### config.mk
export PLATFORM = sky130hd
export DESIGN_NAME = bus_master_port
export DESIGN_NICKNAME = d
export VERILOG_FILES = /design/src/rtl/bus_pkg.sv /design/src/rtl/bus_cmd_fifo.sv /design/src/rtl/bus_master_port.sv
export SDC_FILE = /design/constraint.sdc
export NUM_CORES = 1
export LEC_CHECK = 0
export BUFFER_PORTS_ARGS = -buffer_cell sky130_fd_sc_hd__clkbuf_2
export CAP_MARGIN = 10
export CORE_AREA = 2 2 127 80
export CTS_CLUSTER_SIZE = 40
export DETAILED_ROUTE_END_ITERATION = 10
export DIE_AREA = 0 0 129 82
export PLACE_DENSITY = 0.83
export REMOVE_ABC_BUFFERS = 1
export SLEW_MARGIN = 0
export SYNTH_ARGS = -nofsm -noshare
export SYNTH_HDL_FRONTEND = slang
export SYNTH_SLANG_ARGS = --single-unit
### constraint.sdc
create_clock -name clk -period 4.3 [get_ports clk]
set_clock_uncertainty 0.15 [all_clocks]
set_input_delay 0.43 -clock clk [delete_from_list [all_inputs] [get_ports clk]]
set_output_delay 0.43 -clock clk [all_outputs]
set_load 0.005 [all_outputs]
### src/rtl/bus_pkg.sv
// Shared definitions for the bus master port: FSM state encodings and sizing helpers.
package bus_pkg;

    // FSM state encodings
    localparam logic [2:0] StIdle  = 3'd0;
    localparam logic [2:0] StReq   = 3'd1;
    localparam logic [2:0] StXfer  = 3'd2;
    localparam logic [2:0] StFlush = 3'd3;
    localparam logic [2:0] StGap   = 3'd4;

    // Number of req-low cycles inserted after every burst
    localparam int unsigned GapCycles = 1;

    // Width of the grant-timeout counter; at least one bit even when the timeout is disabled
    function automatic int unsigned tmo_cnt_width(input int unsigned timeout);
        return (timeout < 1) ? 1 : $clog2(timeout + 1);
    endfunction

endpackage

### src/rtl/bus_cmd_fifo.sv
// Synchronous command FIFO with occupancy count, full and empty flags. Depth is a power of two.
module bus_cmd_fifo #(
    parameter int unsigned Width = 8,
    parameter int unsigned Depth = 4
) (
    input  logic                   clk_i,
    input  logic                   rst_ni,
    input  logic                   push_i,
    input  logic [Width-1:0]       wdata_i,
    input  logic                   pop_i,
    output logic [Width-1:0]       rdata_o,
    output logic [$clog2(Depth):0] count_o,
    output logic                   full_o,
    output logic                   empty_o
);
    localparam int unsigned PtrWidth = $clog2(Depth);
    localparam logic [PtrWidth:0]   DepthCnt = Depth[PtrWidth:0];
    localparam logic [PtrWidth:0]   CntOne   = 1;
    localparam logic [PtrWidth-1:0] PtrOne   = 1;

    logic [Width-1:0]    mem_q [Depth];
    logic [PtrWidth-1:0] wr_ptr_q, wr_ptr_d;
    logic [PtrWidth-1:0] rd_ptr_q, rd_ptr_d;
    logic [PtrWidth:0]   count_q, count_d;
    logic                push_ok, pop_ok;

    assign full_o  = (count_q == DepthCnt);
    assign empty_o = (count_q == '0);
    assign count_o = count_q;
    assign rdata_o = mem_q[rd_ptr_q];
    assign push_ok = push_i && !full_o;
    assign pop_ok  = pop_i && !empty_o;

    // Next-state for pointers and occupancy
    always_comb begin
        wr_ptr_d = push_ok ? wr_ptr_q + PtrOne : wr_ptr_q;
        rd_ptr_d = pop_ok ? rd_ptr_q + PtrOne : rd_ptr_q;
        count_d  = count_q;
        if (push_ok && !pop_ok) begin
            count_d = count_q + CntOne;
        end else if (!push_ok && pop_ok) begin
            count_d = count_q - CntOne;
        end
    end

    // Pointer and occupancy registers
    always_ff @(posedge clk_i or negedge rst_ni) begin
        if (!rst_ni) begin
            wr_ptr_q <= '0;
            rd_ptr_q <= '0;
            count_q  <= '0;
        end else begin
            wr_ptr_q <= wr_ptr_d;
            rd_ptr_q <= rd_ptr_d;
            count_q  <= count_d;
        end
    end

    // Storage; no reset needed since entries are only read when valid
    always_ff @(posedge clk_i) begin
        if (push_ok) begin
            mem_q[wr_ptr_q] <= wdata_i;
        end
    end

endmodule

### src/rtl/bus_master_port.sv
// Master-side endpoint of the shared req/grant bus: queues burst commands, requests the bus,
// streams write beats while granted, and flushes commands whose grant never arrives.
module bus_master_port
    import bus_pkg::*;
#(
    parameter int unsigned DATA_WIDTH    = 32,
    parameter int unsigned ADDR_WIDTH    = 16,
    parameter int unsigned FIFO_DEPTH    = 4,
    parameter int unsigned LEN_WIDTH     = 3,
    parameter int unsigned GRANT_TIMEOUT = 255
) (
    input  logic                  clk,
    input  logic                  reset_n,
    input  logic                  cmd_valid,
    output logic                  cmd_ready,
    input  logic [ADDR_WIDTH-1:0] cmd_addr,
    input  logic [LEN_WIDTH-1:0]  cmd_len,
    input  logic                  wdata_valid,
    output logic                  wdata_ready,
    input  logic [DATA_WIDTH-1:0] wdata,
    output logic                  req,
    input  logic                  grant,
    output logic                  bus_valid,
    output logic [ADDR_WIDTH-1:0] bus_addr,
    output logic [DATA_WIDTH-1:0] bus_data,
    output logic                  bus_last,
    output logic                  busy,
    output logic                  timeout_err,
    input  logic                  err_clr
);
    localparam int unsigned CmdWidth   = ADDR_WIDTH + LEN_WIDTH;
    localparam int unsigned CntWidth   = $clog2(FIFO_DEPTH) + 1;
    localparam int unsigned TmoWidth   = tmo_cnt_width(GRANT_TIMEOUT);
    localparam int unsigned TmoLastInt = (GRANT_TIMEOUT == 0) ? 0 : GRANT_TIMEOUT - 1;
    localparam logic [TmoWidth-1:0]  TmoLast  = TmoLastInt[TmoWidth-1:0];
    localparam logic [TmoWidth-1:0]  TmoOne   = 1;
    localparam logic [LEN_WIDTH-1:0] BeatOne  = 1;
    localparam logic [CntWidth-1:0]  DepthCnt = FIFO_DEPTH[CntWidth-1:0];
    localparam bit                   TimeoutEn = (GRANT_TIMEOUT != 0);

    typedef struct packed {
        logic [ADDR_WIDTH-1:0] addr;
        logic [LEN_WIDTH-1:0]  len;
    } cmd_t;

    logic [2:0]           state_q, state_d;
    logic [LEN_WIDTH-1:0] beat_q, beat_d;
    logic [TmoWidth-1:0]  tmo_q, tmo_d;
    logic                 err_q, err_d;
    logic                 tmo_set;

    logic                 push, pop;
    logic [CmdWidth-1:0]  fifo_rdata;
    logic [CntWidth-1:0]  fifo_count;
    logic                 fifo_full, fifo_empty;
    cmd_t                 head;
    logic                 beat_fire, flush_fire, is_last;

    assign head      = fifo_rdata;
    assign cmd_ready = (fifo_count < DepthCnt);
    assign push      = cmd_valid && cmd_ready;
    assign is_last   = (beat_q == head.len);
    assign pop       = (beat_fire || flush_fire) && is_last;
    assign busy      = (state_q != StIdle) || (fifo_count != '0);
    assign timeout_err = err_q;

    bus_cmd_fifo #(
        .Width(CmdWidth),
        .Depth(FIFO_DEPTH)
    ) u_cmd_fifo (
        .clk_i  (clk),
        .rst_ni (reset_n),
        .push_i (push),
        .wdata_i({cmd_addr, cmd_len}),
        .pop_i  (pop),
        .rdata_o(fifo_rdata),
        .count_o(fifo_count),
        .full_o (fifo_full),
        .empty_o(fifo_empty)
    );

    // Bus-side outputs decoded from state, grant and the write-data handshake
    always_comb begin
        req         = 1'b0;
        bus_valid   = 1'b0;
        bus_addr    = '0;
        bus_data    = '0;
        bus_last    = 1'b0;
        wdata_ready = 1'b0;
        beat_fire   = 1'b0;
        flush_fire  = 1'b0;
        case (state_q)
            StReq: req = 1'b1;
            StXfer: begin
                req       = 1'b1;
                beat_fire = grant && wdata_valid;
                if (beat_fire) begin
                    bus_valid   = 1'b1;
                    wdata_ready = 1'b1;
                    bus_data    = wdata;
                    bus_addr    = head.addr + ADDR_WIDTH'(beat_q);
                    bus_last    = is_last;
                end
            end
            StFlush: begin
                wdata_ready = wdata_valid;
                flush_fire  = wdata_valid;
            end
            default: ;
        endcase
    end

    // FSM, beat counter, grant-timeout counter and sticky error next-state
    always_comb begin
        state_d = state_q;
        beat_d  = beat_q;
        tmo_d   = '0;
        tmo_set = 1'b0;
        case (state_q)
            StIdle: begin
                if (!fifo_empty || push) state_d = StReq;
            end
            StReq: begin
                if (grant) begin
                    state_d = StXfer;
                end else if (TimeoutEn && (tmo_q == TmoLast)) begin
                    state_d = StFlush;
                    tmo_set = 1'b1;
                end else begin
                    tmo_d = tmo_q + TmoOne;
                end
            end
            StXfer, StFlush: begin
                if (beat_fire || flush_fire) begin
                    beat_d = is_last ? '0 : beat_q + BeatOne;
                    if (is_last) state_d = StGap;
                end
            end
            StGap: begin
                // Go straight back to REQ when work is queued so req drops for only one cycle
                state_d = (!fifo_empty || push) ? StReq : StIdle;
            end
            default: state_d = StIdle;
        endcase
        err_d = tmo_set ? 1'b1 : (err_clr ? 1'b0 : err_q);
    end

    // State registers
    always_ff @(posedge clk or negedge reset_n) begin
        if (!reset_n) begin
            state_q <= StIdle;
            beat_q  <= '0;
            tmo_q   <= '0;
            err_q   <= 1'b0;
        end else begin
            state_q <= state_d;
            beat_q  <= beat_d;
            tmo_q   <= tmo_d;
            err_q   <= err_d;
        end
    end

endmodule
==> impl_summary.log <==
INFO  metric vias = 2,976
INFO  metric irDropWorstVdd = 0.247 mV
INFO  metric pin_count_of_the_biggest_net_entering_global_routing = 38
INFO  metric ys_warn_count = 0
INFO  metric wl_per_cell = 16.6 um
INFO  metric fp-row-count = 28
INFO  metric placedInstanceArea = 5260 um^2
INFO  metric cts_hold_repair.buffers = 1
INFO  metric worstRegToRegCells = 10
INFO  metric synthesis.area = 4570 um^2
INFO  metric synth_xor_area_share = 4.79%
INFO  metric worstSetupPathDepth = 9
INFO  metric timing.fmax = 274 MHz
INFO  metric dp.final_hpwl = 6.87 mm
INFO  metric final_min_period_over_clock_period = 84.8%
INFO  metric mostFrequentLayoutCell = sky130_fd_sc_hd__clkbuf_2
INFO  metric synth_compound_gate_area_share = 2.25%
INFO  metric rsz0062_at_grt = no
INFO  metric grt_use_total = 18.6%
INFO  metric number_of_antenna_violations_at_the_first_check_in_global_routing = 0
INFO  metric max_capacitance_violation_count = 0
INFO  metric ant_nets = 0
INFO  metric viasPerCell = 5.20
INFO  metric cts_tree = built
INFO  metric postCtsResizedCells = 0
INFO  metric synth_seq_area_share = 62.0%
INFO  metric fin_crit = 3.65 ns
INFO  metric cts.repair_timing.setup_buffer_count = 0
INFO  metric worst-endpoint-required = 3.72 ns
INFO  metric floorplan.die_area = 10,600 um^2
INFO  metric final_core_utilization = 58.7%
INFO  metric critical_path.startpoint_type = flop
INFO  metric pwr_density_cell = 577 nW/um^2
INFO  metric run_status = finished, final reports clean
INFO  metric max-slew-margin-rel = 29.6%
INFO  metric cp_num_buf_inv = 2
INFO  metric postLayoutCellArea = 5570 um^2
INFO  metric critPathCaptureType = output port
INFO  metric grt_first_pass_wirelength = 14.3 mm
INFO  metric synthesis.area_per_instance = 14.4 um^2
INFO  metric final_max_slew_viol_count = 0
INFO  metric cell_depth_of_the_worst_min_delay_path = 2
INFO  metric worst_slew_pin_slew = 1.06 ns
INFO  metric largest_family_of_logic_cells_by_synthesized_area = simple AND/OR/NAND/NOR gates
INFO  metric crit_slowest_cell = sky130_fd_sc_hd__mux4_2
INFO  metric die_x = 129 um
INFO  metric synth-seq-cells = 98
INFO  metric finalPower = 3.21 mW
INFO  metric crit_fanout = 6
INFO  metric place.port_buffers = 111
INFO  metric routed_wirelength = 9.50 mm
INFO  metric dieHeight = 82 um
INFO  metric cp_top_family = multiplexers
INFO  metric post_synth_and_or_nand_nor_area_fraction = 14.5%
INFO  metric drive_above_1_share = 33.4%
INFO  metric antenna_cells_inserted = 0
INFO  metric synth_cell_type_count = 36
INFO  metric worst_setup_hold_path_clk_slew = 0.07 ns
INFO  metric mux_cell_area_share_after_synthesis = 10.4%
INFO  metric power.static_leakage = 2.28 nW
INFO  metric start_util = 48.1%
INFO  metric numCtsBuffers = 9
INFO  metric ctsLongestPathBuffers = 2
INFO  metric boundaryPins = 112
INFO  metric first_global_vias = 2,834
INFO  metric mostFrequentLayoutCells = sky130_fd_sc_hd__clkbuf_2 (111), sky130_fd_sc_hd__edfxtp_1 (76), sky130_fd_sc_hd__and2_1 (39)
INFO  metric finalSetupViolations = 0
INFO  metric number_of_iterations_in_the_first_detailed_routing_pass = 4
INFO  metric crit_top_cell = sky130_fd_sc_hd__a21o_1
INFO  metric design.final.nets = 502
INFO  metric critical_path.cell_chain = buf_4, mux4_2, ha_1, a21o_1, a21o_1, nand3_1, or3_1, a21oi_1, clkbuf_2
INFO  metric remaining_drc_errors = 0
INFO  metric timing.setup.critical_path_class = reg -> out
INFO  metric cts.root.buffer_cell = sky130_fd_sc_hd__clkbuf_16
INFO  metric cts_sinks = 98
INFO  metric weighted_congestion_reported_at_the_end_of_routability_driven_placement = 0.876
INFO  metric synthCells = 318
INFO  metric hold_path_class = in -> reg
INFO  metric grt_ovf = 0
INFO  metric setup-tns-final = 0 ns
INFO  metric timing.final.hold_violations = 0
INFO  metric critical_path.max_stage_delay = 0.55 ns
INFO  metric core-area = 9490 um^2
INFO  metric layout-area-overhead-vs-synth = 21.9%
INFO  metric post_synth_adder_cell_area = 3.89%
INFO  metric level_count_of_the_clock_h_tree = 3
INFO  metric worst_ep_arrival_time = 3.07 ns
INFO  metric detail_route.iter0.violations = 177
INFO  metric clk-insertion-delay-late = 0.34 ns
==> cells by family after synthesis <==
kind of cell	after synthesis
and+or+nand+nor	121
DFF	98
xor gates and xnor gates	25
buffers and inverters	22
muxes	21
AOI/OAI and AO/OA	18
adders and majority gates	13
==> per-stage QoR <==
| step | setup WS [ns] | hold slack, ns | instances |
|---|---|---|---|
| after floorplan | 0.904 | -0.0156 | 306 |
| after global placement | 1.02 | 0.288 | 555 |
| after detailed placement | 0.921 | 0.292 | 555 |
| after CTS | 0.636 | 0.113 | 572 |
| after global routing | 0.466 | 0.133 | 572 |
| final | 0.652 | 0.126 | 572 |
==> cells in the mapped netlist (all sizes together) <==
cell type,instances,share of area (%)
a21oi,6,0.66
inv,10,0.82
o21bai,1,0.16
or3b,1,0.19
nor3,4,0.44
nor3b,2,0.44
buf,4,0.63
edfxtp,76,50
fa,2,0.88
nor2,28,2.3
o22ai,2,0.27
o21ai,6,0.66
ha,11,3.0
mux2,1,0.25
mux2i,1,0.22
nand2,13,1.1
xor2,13,2.5
a21o,3,0.49
xnor2,12,2.3
nand2b,3,0.41
nand3b,1,0.16
mux4,19,9.9
nand3,13,1.5
and2,39,5.3
and3,4,0.55
dfrtp,22,12
nand4,6,1.2
or3,6,0.82
nor2b,1,0.14
clkbuf,8,0.66
==> where the power goes <==
part           switching (mW)  leakage (nW)  internal (mW)
sequential              0.109         0.973           1.19
clock                   0.350         0.146          0.456
combinational           0.604          1.16          0.505
total                    1.06          2.28           2.15
==> sequential cells by signal, summed over array words and instances (netlist names) <==
| register | count |
|---|---|
| u_cmd_fifo.mem_q | 76 |
| tmo_q | 8 |
| beat_q | 3 |
| state_q | 3 |
| u_cmd_fifo.count_o | 3 |
| u_cmd_fifo.rd_ptr_q | 2 |
| u_cmd_fifo.wr_ptr_q | 2 |
| timeout_err | 1 |
==> worst paths after layout <==
kind | startpoint | end | slack, ns
setup / recovery | u_cmd_fifo.rd_ptr_q[0] | bus_addr[11] | 0.65
hold / removal | err_clr | timeout_err | 0.13
setup reg to reg | u_cmd_fifo.rd_ptr_q[0] | u_cmd_fifo.count_o[1] | 0.93
hold reg to reg | timeout_err | timeout_err | 0.38
max in group asynchronous | reset_n | u_cmd_fifo.count_o[2] | 3.19
min in group asynchronous | reset_n | tmo_q[5] | 0.45
==> layout make-up <==
type,instances,area (um^2)
clock inverters,7,77.6
well taps,135,169
fillers,730,3930
clock buffers,9,225
inverters,10,37.5
flip-flops and latches,98,2830
repair buffers,115,588
multi-input cells,198,1640
==> metal layers <==
| layer | track usage [%] | wire length (um) |
|---|---|---|
| met1 | 22.7 | 4110 |
| met5 | 0 | 0 |
| met4 | 7.93 | 166 |
| met3 | 5.99 | 626 |
| met2 | 31.0 | 4610 |
No activity file was read; power rests on OpenSTA's default activity.
